File: src/rtl/booth_r4_ctrl.sv
// Control sequencer for a radix-4 Booth multiplier datapath (A/Q/M registers, adder, outbus).
// Latency: OPW+3 cycles from the start-sampling edge to the OUT cycle; back in IDLE at OPW+4.
// Backpressure: none; start is sampled only in IDLE and ignored while busy.
//
// Ports:
//   clk, rst_b      clock, asynchronous active-low reset
//   start           request a multiplication (IDLE only)
//   qbits           {Q[1], Q[0], Q[-1]} read back from the datapath
//   c0..c7          datapath strobes (clear/load Q, load M, load A, subtract, 2M, shift, drive outbus)
//   busy, done      busy from INIT through OUT; done pulses in OUT
module booth_r4_ctrl #(
    parameter int OPW = 8
) (
    input  logic       clk,
    input  logic       rst_b,
    input  logic       start,
    input  logic [2:0] qbits,
    output logic       c0,
    output logic       c1,
    output logic       c2,
    output logic       c3,
    output logic       c4,
    output logic       c5,
    output logic       c6,
    output logic       c7,
    output logic       busy,
    output logic       done
);

    localparam int ITER = OPW / 2;
    localparam int CW   = (ITER > 1) ? $clog2(ITER) : 1;
    localparam logic [CW-1:0] LAST_ITER = CW'(ITER - 1);

    typedef enum logic [2:0] {
        IDLE   = 3'd0,
        INIT   = 3'd1,
        LOADM  = 3'd2,
        RECODE = 3'd3,
        SHIFT  = 3'd4,
        OUT    = 3'd5
    } state_t;

    state_t        state_q, state_d;
    logic [CW-1:0] cnt_q, cnt_d;

    always_ff @(posedge clk or negedge rst_b) begin
        if (!rst_b) begin
            state_q <= IDLE;
            cnt_q   <= '0;
        end else begin
            state_q <= state_d;
            cnt_q   <= cnt_d;
        end
    end

    always_comb begin
        state_d = state_q;
        cnt_d   = cnt_q;
        c0      = 1'b0;
        c1      = 1'b0;
        c2      = 1'b0;
        c3      = 1'b0;
        c4      = 1'b0;
        c5      = 1'b0;
        c6      = 1'b0;
        c7      = 1'b0;
        busy    = 1'b1;
        done    = 1'b0;

        unique case (state_q)
            IDLE: begin
                busy = 1'b0;
                if (start) state_d = INIT;
            end
            INIT: begin
                c0      = 1'b1;
                cnt_d   = '0;
                state_d = LOADM;
            end
            LOADM: begin
                c1      = 1'b1;
                state_d = RECODE;
            end
            RECODE: begin
                // qbits come straight from datapath registers, so gating the
                // Moore strobes with them is glitch-free for the whole cycle.
                unique case (qbits)
                    3'b001, 3'b010: c2 = 1'b1;                          // +M
                    3'b011:         begin c2 = 1'b1; c4 = 1'b1; end     // +2M
                    3'b100:         begin c2 = 1'b1; c3 = 1'b1; c4 = 1'b1; end // -2M
                    3'b101, 3'b110: begin c2 = 1'b1; c3 = 1'b1; end     // -M
                    default:        ;                                   // 000/111: no add
                endcase
                state_d = SHIFT;
            end
            SHIFT: begin
                c5 = 1'b1;
                if (cnt_q == LAST_ITER) begin
                    state_d = OUT;
                end else begin
                    cnt_d   = cnt_q + 1'b1;
                    state_d = RECODE;
                end
            end
            OUT: begin
                c6      = 1'b1;
                c7      = 1'b1;
                done    = 1'b1;
                state_d = IDLE;
            end
            default: begin
                busy    = 1'b0;
                state_d = IDLE;
            end
        endcase
    end

endmodule

File: config.mk
export PLATFORM = sky130hd
export DESIGN_NAME = booth_r4_ctrl
export DESIGN_NICKNAME = d
export VERILOG_FILES = /design/src/rtl/booth_r4_ctrl.sv
export SDC_FILE = /design/constraint.sdc
export NUM_CORES = 1
export LEC_CHECK = 0
export ABC_AREA = 1
export CORE_AREA = 2 2 39 41
export CTS_CLUSTER_DIAMETER = 50
export DETAILED_ROUTE_END_ITERATION = 8
export DIE_AREA = 0 0 41 43
export GPL_TIMING_DRIVEN = 1
export PLACE_DENSITY_LB_ADDON = 0.25
export REMOVE_ABC_BUFFERS = 1
export SYNTH_ARGS = -nofsm -noshare
export SYNTH_HDL_FRONTEND = slang
export SYNTH_SLANG_ARGS = --single-unit
File: constraint.sdc
create_clock -name clk -period 1.2 [get_ports clk]
set_input_delay 0.24 -clock clk [delete_from_list [all_inputs] [get_ports clk]]
set_output_delay 0.24 -clock clk [all_outputs]
set_load 0.02 [all_outputs]
==> impl_metrics.sql, run 1 <==
INSERT INTO impl_metrics (metric_group, metric, value, unit) VALUES
('sta', 'post-route-min-period', '1.395', 'ns'),
('synthesis', 'synth_most_common_cell', 'sky130_fd_sc_hd__inv_1', ''),
('routing', 'route.vias.total', '403', ''),
('routing', 'drc_violation_total_after_the_first_tritonroute_iteration', '0', ''),
('routing', 'vias_per_cell', '4.429', ''),
('floorplan', 'chipWidth', '41', 'um'),
('global_routing', 'grt_start_max_net_pins', '8', ''),
('final_layout', 'syn2layout_area_growth', '77.06', '%'),
('sta', 'fin_crit_sh', '116.3', '%'),
('global_routing', 'grt_pass1_wl', '1414', 'um'),
('routing', 'wl_per_cell', '9.956', 'um'),
('placement', 'finalWeightedCongestion', '0.6835', ''),
('synthesis', 'synth-edff-count', '0', ''),
('routing', 'detail_route.wirelength', '906', 'um'),
('floorplan', 'floorplan.initialDensity', '25.23', '%'),
('sta', 'report.final.setup_viol', '10', ''),
('synthesis', 'synth-async-reset-ratio', '100.0', '%'),
('synthesis', 'synth_sequential_area_ratio', '35.84', '%'),
('sta', 'final-hold-violation-count', '0', ''),
('outcome', 'status', 'finished with violations', ''),
('clock_network', 'cts_buffer_depth', '2', ''),
('synthesis', 'synth.area.top_cells', 'sky130_fd_sc_hd__dfrtp_1, sky130_fd_sc_hd__inv_1, sky130_fd_sc_hd__nand2_1', ''),
('synthesis', 'syn-instance-count', '49', ''),
('power', 'power.density_cell_area', '2578', 'mW/mm2'),
('sta', 'grt_setup_unrepaired', 'true', ''),
('clock_network', 'cts.htree.levels', '1', ''),
('critical_path', 'combined_buffer_and_inverter_count_along_the_critical_path', '3', ''),
('critical_path', 'timing.critical_path.mode_cell', 'sky130_fd_sc_hd__buf_4', ''),
('critical_path', 'worst_r2r_startpoint', 'state_q[0]', ''),
('routing', 'detail_route.first_pass.iterations', '1', ''),
('placement', 'dpl_cell_area', '549.3', 'um2'),
('synthesis', 'postSynthRegisterBits', '5', ''),
('critical_path', 'critical_path_required', '0.96', 'ns'),
('floorplan', 'dieArea', '0.001763', 'mm2'),
('sta', 'post-route-worst-setup-slack', '-0.1951', 'ns'),
('critical_path', 'timing.critical_path.cells', 'inv_2 > buf_4 > nor3_4 > buf_4', ''),
('power', 'ir_drop', '0.001152', 'V'),
('floorplan', 'core-area', '0.001384', 'mm2'),
('final_layout', 'instances_no_fill', '91', ''),
('global_routing', 'grt_pass1_vias', '392', ''),
('synthesis', 'yosys-top-cells-count', 'sky130_fd_sc_hd__inv_1, sky130_fd_sc_hd__nand2_1, sky130_fd_sc_hd__dfrtp_1, sky130_fd_sc_hd__a21oi_1, sky130_fd_sc_hd__nand3_1', ''),
('critical_path', 'critPathTopFamily', 'buffers and inverters', ''),
('worst_hold_path', 'min_path_type', 'input port to async pin', ''),
('outcome', 'violations_in_the_final_reports', 'setup timing', ''),
('clock_network', 'tritoncts', 'yes', ''),
('critical_path', 'worstSetupPathType', 'flip-flop to output pin', ''),
('sta', 'timing.max_slew.rel_slack', '84.15', '%'),
('synthesis', 'post_synth_instance_area', '349.1', 'um2'),
('critical_path', 'cp-startpoint', 'state_q[2]', ''),
('floorplan', 'die_y', '43', 'um'),
('power', 'cellLeakagePower', '0.3275', 'nW'),
('routing', 'drc', '0', ''),
('critical_path', 'worst-endpoint-arrival', '1.16', 'ns'),
('global_routing', 'overflow', '0', ''),
('sta', 'totalNegativeSetupSlack', '-1.584', 'ns'),
('clock_network', 'cts_made_buffers', '3', ''),
('global_routing', 'global_route.usage.met2', '22.50', '%'),
('power', 'total_power', '1.594', 'mW'),
('clock_network', 'clk_latency', '0.24', 'ns'),
('final_layout', 'final_nets', '83', ''),
('critical_path', 'cpPeakStageDelay', '0.35', 'ns'),
('placement', 'detailed_place_hpwl', '630', 'um'),
('global_routing', 'grt.busiest_layer', 'met2', ''),
('run', 'max_cap_viol_count', '0', ''),
('synthesis', 'synth-main-ff-cell', 'sky130_fd_sc_hd__dfrtp_1', ''),
('critical_path', 'crit_slowest_cell', 'sky130_fd_sc_hd__dfrtp_1', ''),
('critical_path', 'timing.critical_path.to_type', 'output pin', ''),
('sta', 'timing.clock.skew', '0.003084', 'ns'),
('final_layout', 'final_cell_area', '618.1', 'um2'),
('placement', 'placed_cells', '84', ''),
('clock_network', 'cts_root_buffer', 'sky130_fd_sc_hd__clkbuf_4', '');
state kept, by name, indices dropped and copies added (netlist names):
register and cells:
cnt_q 2, state_q 3
per-layer routing:
layer  wire [um]  up-vias
li1            -      210
met1         360      184
met2         497        9
met3          48        0
met4           0        0
met5           0        -
final cells by class:
class                           count  area [um2]
Inverter                           12       45.04
Multi-Input combinational cell     30       197.7
Tap cell                           16       20.02
Sequential cell                     5       127.6
Timing Repair Buffer               24       201.4
Fill cell                         151       765.7
Clock buffer                        4       26.28
final timing paths:
path                                   end  slack (ns)  cells after the start
worst max-delay path                  done       -0.20                      4
worst min-delay path            state_q[2]        0.22                      1
worst max register to register    cnt_q[1]        0.10                      5
worst min register to register    cnt_q[1]        0.52                      2
max in group asynchronous       state_q[1]        0.76                      1
min in group clk                  cnt_q[1]        0.52                      2
power by group:
part	switching (mW)	internal, mW
clock	0.0696	0.126
sequential	0.123	0.256
combinational	0.528	0.492
total	0.720	0.874
layout by cell type (no fill, tap or decap), types with 4 or more instances in the layout:
master and instances:
sky130_fd_sc_hd__buf_4 14, sky130_fd_sc_hd__nand2_1 6, sky130_fd_sc_hd__inv_1 6, sky130_fd_sc_hd__inv_2 6
sky130_fd_sc_hd__o21ai_1 4, sky130_fd_sc_hd__buf_6 4
metrics by stage:
stage / hold slack, ns / utilization [%] / setup WS [ns]
floorplan: -0.05559 / - / -0.7993
global placement: 0.4908 / 39.69 / -0.6496
detailed placement: 0.4940 / 39.69 / -0.6538
CTS: 0.2267 / 43.58 / -0.2066
global route: 0.2526 / 44.67 / -0.2468
finish: 0.2234 / 44.67 / -0.1951
repair_timing:
action | CTS | global route
hold buffers | 0 | 0
endpoints found under the setup margin | 10 | 10
resized for setup | 70 | 4
buffers inserted | 3 | 0
pin swaps | 5 | 2
cell families after synthesis:
kind of cell,Yosys count,share of synthesized area (%)
AND/OR/NAND/NOR,19,29.03
buffers and inverters,14,17.20
AO/OA/AOI/OAI,10,14.33
flip-flops,5,35.84
adder cells (fa/ha/maj),1,3.584
Note: power is estimated with default switching activity, not from simulation.
==> run 2, diff against run 1 <==
--- a/config.mk
+++ b/config.mk
@@ -8,2 +8,3 @@
 export ABC_AREA = 1
+export CAP_MARGIN = 20
 export CORE_AREA = 2 2 39 41
==> constraint.sdc (replaced) <==
create_clock -name clk -period 1.2 [get_ports clk]
set_input_delay 0.18 -clock clk [delete_from_list [all_inputs] [get_ports clk]]
set_output_delay 0.18 -clock clk [all_outputs]
set_load 0.02 [all_outputs]
==> run 2 against run 1 <==
The flow still finishes with violations (setup timing). Final area fell by 1.0%. Global-route usage fell by 0.91 points. Sequential power decreased by 4%. Core utilization shrank 0.45 points. Combinational power hardly changed. Worst hold slack lost 0.060 ns. Setup slack better by 0.061 ns. Via count shrank 2.7%.
==> impl_metrics.sql, run 2 (same netlist as run 1, synthesis figures left out) <==
INSERT INTO impl_metrics (metric_group, metric, value, unit) VALUES
('placement', 'dpl_cell_area', '549.3', 'um2'),
('routing', 'drc', '0', ''),
('sta', 'post-route-worst-setup-slack', '-0.1343', 'ns'),
('routing', 'drc_violation_total_after_the_first_tritonroute_iteration', '0', ''),
('power', 'power.share.clock', '12.5', '%'),
('critical_path', 'timing.critical_path.to_type', 'output pin', ''),
('power', 'switching_share_of_total_power', '44.54', '%'),
('clock_network', 'cts_root_buffer', 'sky130_fd_sc_hd__clkbuf_4', ''),
('final_layout', 'total_area_of_multi_input_combinational_cells', '196.4', 'um2'),
('power', 'share_comb_of_total_power', '64.5', '%'),
('clock_network', 'holdBufCountCts', '0', ''),
('power', 'power.density_cell_area', '2583', 'mW/mm2'),
('final_layout', 'syn2layout_area_growth', '75.27', '%'),
('critical_path', 'critPathMaxFanout', '4', ''),
('critical_path', 'worst-endpoint-arrival', '1.15', 'ns'),
('clock_network', 'cts.htree.levels', '1', ''),
('global_routing', 'grt_pass1_vias', '359', ''),
('clock_network', 'cts_clk_pin_slew_worst_paths', '0.05', 'ns'),
('sta', 'hold_slack', '0.1635', 'ns'),
('final_layout', 'layout_top_registers', 'state_q: 3 flops, cnt_q: 2 flops', ''),
('final_layout', 'layout.cells.most_common_list', 'sky130_fd_sc_hd__buf_4, sky130_fd_sc_hd__nand2_1, sky130_fd_sc_hd__inv_1, sky130_fd_sc_hd__inv_2, sky130_fd_sc_hd__o21ai_1', ''),
('floorplan', 'chipWidth', '41', 'um'),
('final_layout', 'insertedDiodeCount', '0', ''),
('floorplan', 'io-pin-count', '16', ''),
('placement', 'finalWeightedCongestion', '0.6836', ''),
('power', 'total_power', '1.580', 'mW'),
('final_layout', 'max_flop_register', 'state_q', ''),
('floorplan', 'floorplan.initialDensity', '25.23', '%'),
('sta', 'final-hold-violation-count', '0', ''),
('sta', 'grt_setup_unrepaired', 'true', ''),
('sta', 'fmax', '0.7495', 'GHz'),
('critical_path', 'timing.reg2reg.worst_path_depth', '5', ''),
('power', 'cellInternalPower', '876.3', 'uW'),
('routing', 'ant_nets', '0', ''),
('final_layout', 'final_cell_area', '611.8', 'um2'),
('final_layout', 'register_area', '127.6', 'um2'),
('global_routing', 'grt.total_usage', '11.19', '%'),
('floorplan', 'dieArea', '0.001763', 'mm2'),
('sta', 'maxSlewViolCount', '0', ''),
('sta', 'fin_crit_sh', '111.2', '%'),
('outcome', 'violations_in_the_final_reports', 'setup timing', ''),
('clock_network', 'tritoncts', 'yes', ''),
('sta', 'timing_worst_slew_pin_value', '0.2443', 'ns'),
('power', 'ir_drop', '0.001042', 'V'),
('sta', 'post-route-min-period', '1.334', 'ns'),
('sta', 'report.final.setup_viol', '10', ''),
('critical_path', 'setup.worst_path.start_class', 'flip-flop', ''),
('critical_path', 'cpPeakStageDelay', '0.38', 'ns'),
('routing', 'wl_per_cell', '9.165', 'um'),
('routing', 'detail_route.first_pass.iterations', '1', ''),
('critical_path', 'crit_slowest_cell', 'sky130_fd_sc_hd__dfrtp_1', ''),
('placement', 'io_buffers', '15', ''),
('clock_network', 'cts_made_buffers', '3', ''),
('critical_path', 'critical_path_required', '1.02', 'ns'),
('critical_path', 'worstSetupPathType', 'flip-flop to output pin', ''),
('run', 'max_cap_viol_count', '0', ''),
('critical_path', 'worst_r2r_startpoint', 'state_q[0]', ''),
('floorplan', 'core-area', '0.001384', 'mm2'),
('power', 'cellLeakagePower', '0.3239', 'nW'),
('placement', 'detailed_place_hpwl', '638.2', 'um'),
('floorplan', 'rows', '14', ''),
('global_routing', 'overflow', '0', ''),
('sta', 'timing.clock.skew', '0.003272', 'ns'),
('placement', 'place_worst_setup_slack', '-0.5261', 'ns'),
('power', 'netSwitchingPower', '703.9', 'uW'),
('clock_network', 'cts_buffer_depth', '2', ''),
('sta', 'timing.max_slew.rel_slack', '83.66', '%'),
('routing', 'route.vias.total', '392', ''),
('routing', 'detail_route.wirelength', '834', 'um'),
('outcome', 'status', 'finished with violations', ''),
('routing', 'vias_per_cell', '4.308', ''),
('final_layout', 'share_of_cells_above_drive_strength_1', '49.33', '%'),
('clock_network', 'clk_latency', '0.24', 'ns'),
('clock_network', 'clock_sink_count', '5', ''),
('global_routing', 'initial_antenna_violation_count', '0', ''),
('global_routing', 'grt_start_max_net_pins', '8', ''),
('global_routing', 'grt_pass1_wl', '1297', 'um'),
('floorplan', 'die_y', '43', 'um'),
('critical_path', 'timing.critical_path.cells', 'inv_2 > nand3_4 > nor3_2 > buf_4', ''),
('final_layout', 'largest_register_ff_count', '3', ''),
('critical_path', 'r2r_slack', '0.13', 'ns'),
('worst_hold_path', 'min_path_type', 'input port to async pin', ''),
('power', 'power.share.sequential', '23.0', '%'),
('critical_path', 'r2r_end', 'cnt_q[0]', ''),
('final_layout', 'layout_commonest_cell', 'sky130_fd_sc_hd__buf_4', ''),
('final_layout', 'final_core_util', '44.21', '%'),
('final_layout', 'final_nets', '83', ''),
('final_layout', 'n_fill_cell', '151', '');
-- run 2: cell counts in the layout (fill, tap and decap cells not counted) --
Identical to the previous run, type by type.
-- run 2: area by class of cell --
| cell class | count | share of cell area, % |
|---|---|---|
| clock buffer | 4 | 4.294 |
| inverter | 12 | 7.362 |
| multi-input combinational | 30 | 32.11 |
| sequential | 5 | 20.86 |
| tap | 16 | 3.272 |
| timing repair buffer | 24 | 32.11 |
-- run 2: timing repair --
item                       4_1_cts  5_1_grt
gates resized for setup         68        3
setup endpoints to repair       10       10
setup buffers                    2        1
pin swaps                        1        3
-- run 2: worst max-delay path by stage --
stage / slack [ns] / start / end
after floorplan: -0.74 / state_q[0] / c6
after global placement: -0.53 / qbits[1] / c4
after detailed placement: -0.53 / qbits[2] / c2
after CTS: -0.14 / state_q[2] / c7
after global routing: -0.19 / state_q[2] / c4
final: -0.13 / state_q[2] / c4
-- run 2: critical path: cells and delay by family, from the launching register on --
family | cells | cell delay (ns)
and+or+nand+nor | 2 | 0.27
DFF | 1 | 0.38
buffers and inverters | 2 | 0.26
-- run 2: metal layers --
layer / GRT usage [%] / routed length, um
met4: 10.00 / 18
met5: 0 / 0
met1: 11.07 / 347
met3: 1.571 / 41
met2: 18.44 / 426
-- run 2: power groups by stage --
stage          clock (mW)  sequential [mW]  combinational, mW
3_3_place_gp            0            0.346              0.899
4_1_cts             0.209            0.366              0.942
3_5_place_dp            0            0.344              0.901
6_report            0.198            0.363               1.02
5_1_grt             0.210            0.373               1.13
2_1_floorplan           0            0.341              0.457
-- run 2: metrics by stage --
step,std cells,TNS [ns]
detailed placement,84,-3.944
global placement,84,-3.954
floorplan,47,-2.218
CTS,90,-1.091
global route,91,-1.626
finish,91,-0.9985
==> run 3, diff against run 2 <==
Settings changed: PLACE_DENSITY set to 0.63, PLACE_DENSITY_LB_ADDON 0.25 to not set.
==> run 3 against run 2 <==
The flow still finishes with violations (setup timing). Worst hold slack worse by 0.0095 ns. Clock skew down 0.0017 ns. Core utilization up 8.2 points. Wire length is 17% higher. Largest cell class is now non-clock buffers. Power is 25% higher. Global-route usage increased by 0.41 points. Die area stayed put. Combinational power is 37% higher. Non-clock buffer count grew 6. Clock power is essentially flat.
==> impl_metrics.sql, run 3 (same netlist as run 1, synthesis figures left out) <==
INSERT INTO impl_metrics (metric_group, metric, value, unit) VALUES
('final_layout', 'max_flop_register', 'state_q', ''),
('routing', 'ant_nets', '0', ''),
('power', 'cellLeakagePower', '0.3725', 'nW'),
('floorplan', 'core-area', '0.001384', 'mm2'),
('placement', 'detailed_place_hpwl', '675.2', 'um'),
('global_routing', 'overflow', '0', ''),
('sta', 'timing_worst_slew_pin_value', '0.2244', 'ns'),
('global_routing', 'grt_pass1_vias', '373', ''),
('routing', 'route.vias.total', '433', ''),
('critical_path', 'cpPeakStageDelay', '0.45', 'ns'),
('critical_path', 'critical_path_required', '1.02', 'ns'),
('clock_network', 'cts.htree.levels', '1', ''),
('clock_network', 'clock_sink_count', '5', ''),
('final_layout', 'layout.cells.most_common_list', 'sky130_fd_sc_hd__buf_4, sky130_fd_sc_hd__buf_6, sky130_fd_sc_hd__inv_2', ''),
('final_layout', 'layout_commonest_cell', 'sky130_fd_sc_hd__buf_4', ''),
('sta', 'fin_crit_sh', '110.9', '%'),
('final_layout', 'n_fill_cell', '151', ''),
('sta', 'maxSlewViolCount', '0', ''),
('global_routing', 'grt_pass1_wl', '1393', 'um'),
('final_layout', 'layout_top_registers', 'state_q: 3 flops, cnt_q: 2 flops', ''),
('clock_network', 'cts_root_buffer', 'sky130_fd_sc_hd__clkbuf_4', ''),
('sta', 'final-hold-violation-count', '0', ''),
('sta', 'timing.max_slew.rel_slack', '85.00', '%'),
('outcome', 'status', 'finished with violations', ''),
('routing', 'wl_per_cell', '10.02', 'um'),
('placement', 'finalWeightedCongestion', '0.6656', ''),
('critical_path', 'worstSetupPathType', 'flip-flop to output pin', ''),
('sta', 'post-route-min-period', '1.331', 'ns'),
('clock_network', 'tritoncts', 'yes', ''),
('sta', 'post-route-worst-setup-slack', '-0.1306', 'ns'),
('critical_path', 'worst-endpoint-arrival', '1.15', 'ns'),
('routing', 'detail_route.wirelength', '972', 'um'),
('critical_path', 'critPathMaxFanout', '4', ''),
('floorplan', 'dieArea', '0.001763', 'mm2'),
('run', 'max_cap_viol_count', '0', ''),
('global_routing', 'grt.total_usage', '11.60', '%'),
('sta', 'grt_setup_unrepaired', 'true', ''),
('placement', 'dpl_cell_area', '579.3', 'um2'),
('worst_hold_path', 'min_path_type', 'input port to async pin', ''),
('clock_network', 'cts_made_buffers', '3', ''),
('outcome', 'violations_in_the_final_reports', 'setup timing', ''),
('floorplan', 'die_y', '43', 'um'),
('sta', 'fmax', '0.7516', 'GHz'),
('placement', 'io_buffers', '15', ''),
('global_routing', 'grt_start_max_net_pins', '7', ''),
('critical_path', 'timing.critical_path.cells', 'buf_6 > nand2_2 > nor2_4 > buf_6', ''),
('clock_network', 'cts_clk_pin_slew_worst_paths', '0.04', 'ns'),
('power', 'ir_drop', '0.001265', 'V'),
('floorplan', 'chipWidth', '41', 'um'),
('final_layout', 'largest_register_ff_count', '3', ''),
('critical_path', 'timing.critical_path.mode_cell', 'sky130_fd_sc_hd__buf_6', ''),
('final_layout', 'final_cell_area', '725.7', 'um2'),
('clock_network', 'clk_latency', '0.24', 'ns'),
('floorplan', 'io-pin-count', '16', ''),
('clock_network', 'cts_buffer_depth', '2', ''),
('final_layout', 'total_area_of_multi_input_combinational_cells', '232.7', 'um2'),
('final_layout', 'syn2layout_area_growth', '107.9', '%'),
('final_layout', 'share_of_cells_above_drive_strength_1', '62.96', '%'),
('critical_path', 'timing.critical_path.to_type', 'output pin', ''),
('final_layout', 'final_nets', '89', ''),
('floorplan', 'rows', '14', ''),
('routing', 'vias_per_cell', '4.464', ''),
('sta', 'report.final.setup_viol', '11', ''),
('floorplan', 'floorplan.initialDensity', '25.23', '%'),
('routing', 'drc_violation_total_after_the_first_tritonroute_iteration', '1', ''),
('final_layout', 'final_core_util', '52.44', '%'),
('final_layout', 'insertedDiodeCount', '0', ''),
('critical_path', 'crit_slowest_cell', 'sky130_fd_sc_hd__dfrtp_2', ''),
('sta', 'timing.clock.skew', '0.001597', 'ns'),
('final_layout', 'register_area', '127.6', 'um2'),
('routing', 'drc', '0', ''),
('power', 'power.density_cell_area', '2711', 'mW/mm2'),
('critical_path', 'setup.worst_path.start_class', 'flip-flop', ''),
('global_routing', 'initial_antenna_violation_count', '0', ''),
('routing', 'detail_route.first_pass.iterations', '2', '');
==> run 3: worst max-delay path, delay by kind of cell, from the launching register on <==
kind | cells | cell delay [ns]
DFF | 1 | 0.45
buffers and inverters | 2 | 0.26
and+or+nand+nor | 2 | 0.19
==> run 3: final timing paths <==
| check | from | to | slack [ns] | cells after the start |
|---|---|---|---|---|
| max | state_q[1] | c1 | -0.13 | 4 |
| min | rst_b | cnt_q[0] | 0.15 | 1 |
| max reg2reg | state_q[1] | state_q[1] | -0.04 | 6 |
| min reg2reg | cnt_q[1] | cnt_q[1] | 0.50 | 2 |
| max in group asynchronous | rst_b | state_q[0] | 0.84 | 1 |
| min in group clk | cnt_q[1] | cnt_q[1] | 0.50 | 2 |
==> run 3: report_power, final <==
part           switching (mW)  internal [mW]  leakage (nW)
Sequential              0.110          0.256        0.0624
Combinational           0.674          0.729         0.295
Clock                  0.0719          0.126        0.0150
==> run 3: final cells by class <==
type                    count  share of cell area, %
repair buffers             30                  37.41
multi-input cells          30                  32.07
flip-flops and latches      5                  17.59
inverters                  12                  6.552
clock buffers               4                  3.621
well taps                  16                  2.759
==> run 3: layer usage <==
metal	track usage (%)	part of all wire, %
met2	22.19	55
met4	6.000	2.1
met1	10.46	37
met3	1.571	6.0
met5	0	0
==> run 3: stage by stage <==
step	worst slack, ns	instances	TNS, ns	power (mW)	hold slack (ns)
after floorplan	-0.7393	47	-2.218	0.7983	-0.1156
after global placement	-0.5192	88	-3.928	1.338	0.4187
after detailed placement	-0.5403	88	-4.044	1.352	0.4218
after CTS	-0.1346	96	-1.130	1.836	0.1582
after global routing	-0.1861	97	-1.711	2.109	0.1812
final	-0.1306	97	-1.093	1.967	0.1541
==> run 3: what timing repair did <==
item / in CTS / in global routing
buffers inserted: 4 / 2
endpoints found under the setup margin: 10 / 12
hold endpoints to repair: 0 / 0
gates resized for setup: 77 / 11
hold buffers: 0 / 0
pin swaps: 3 / 2
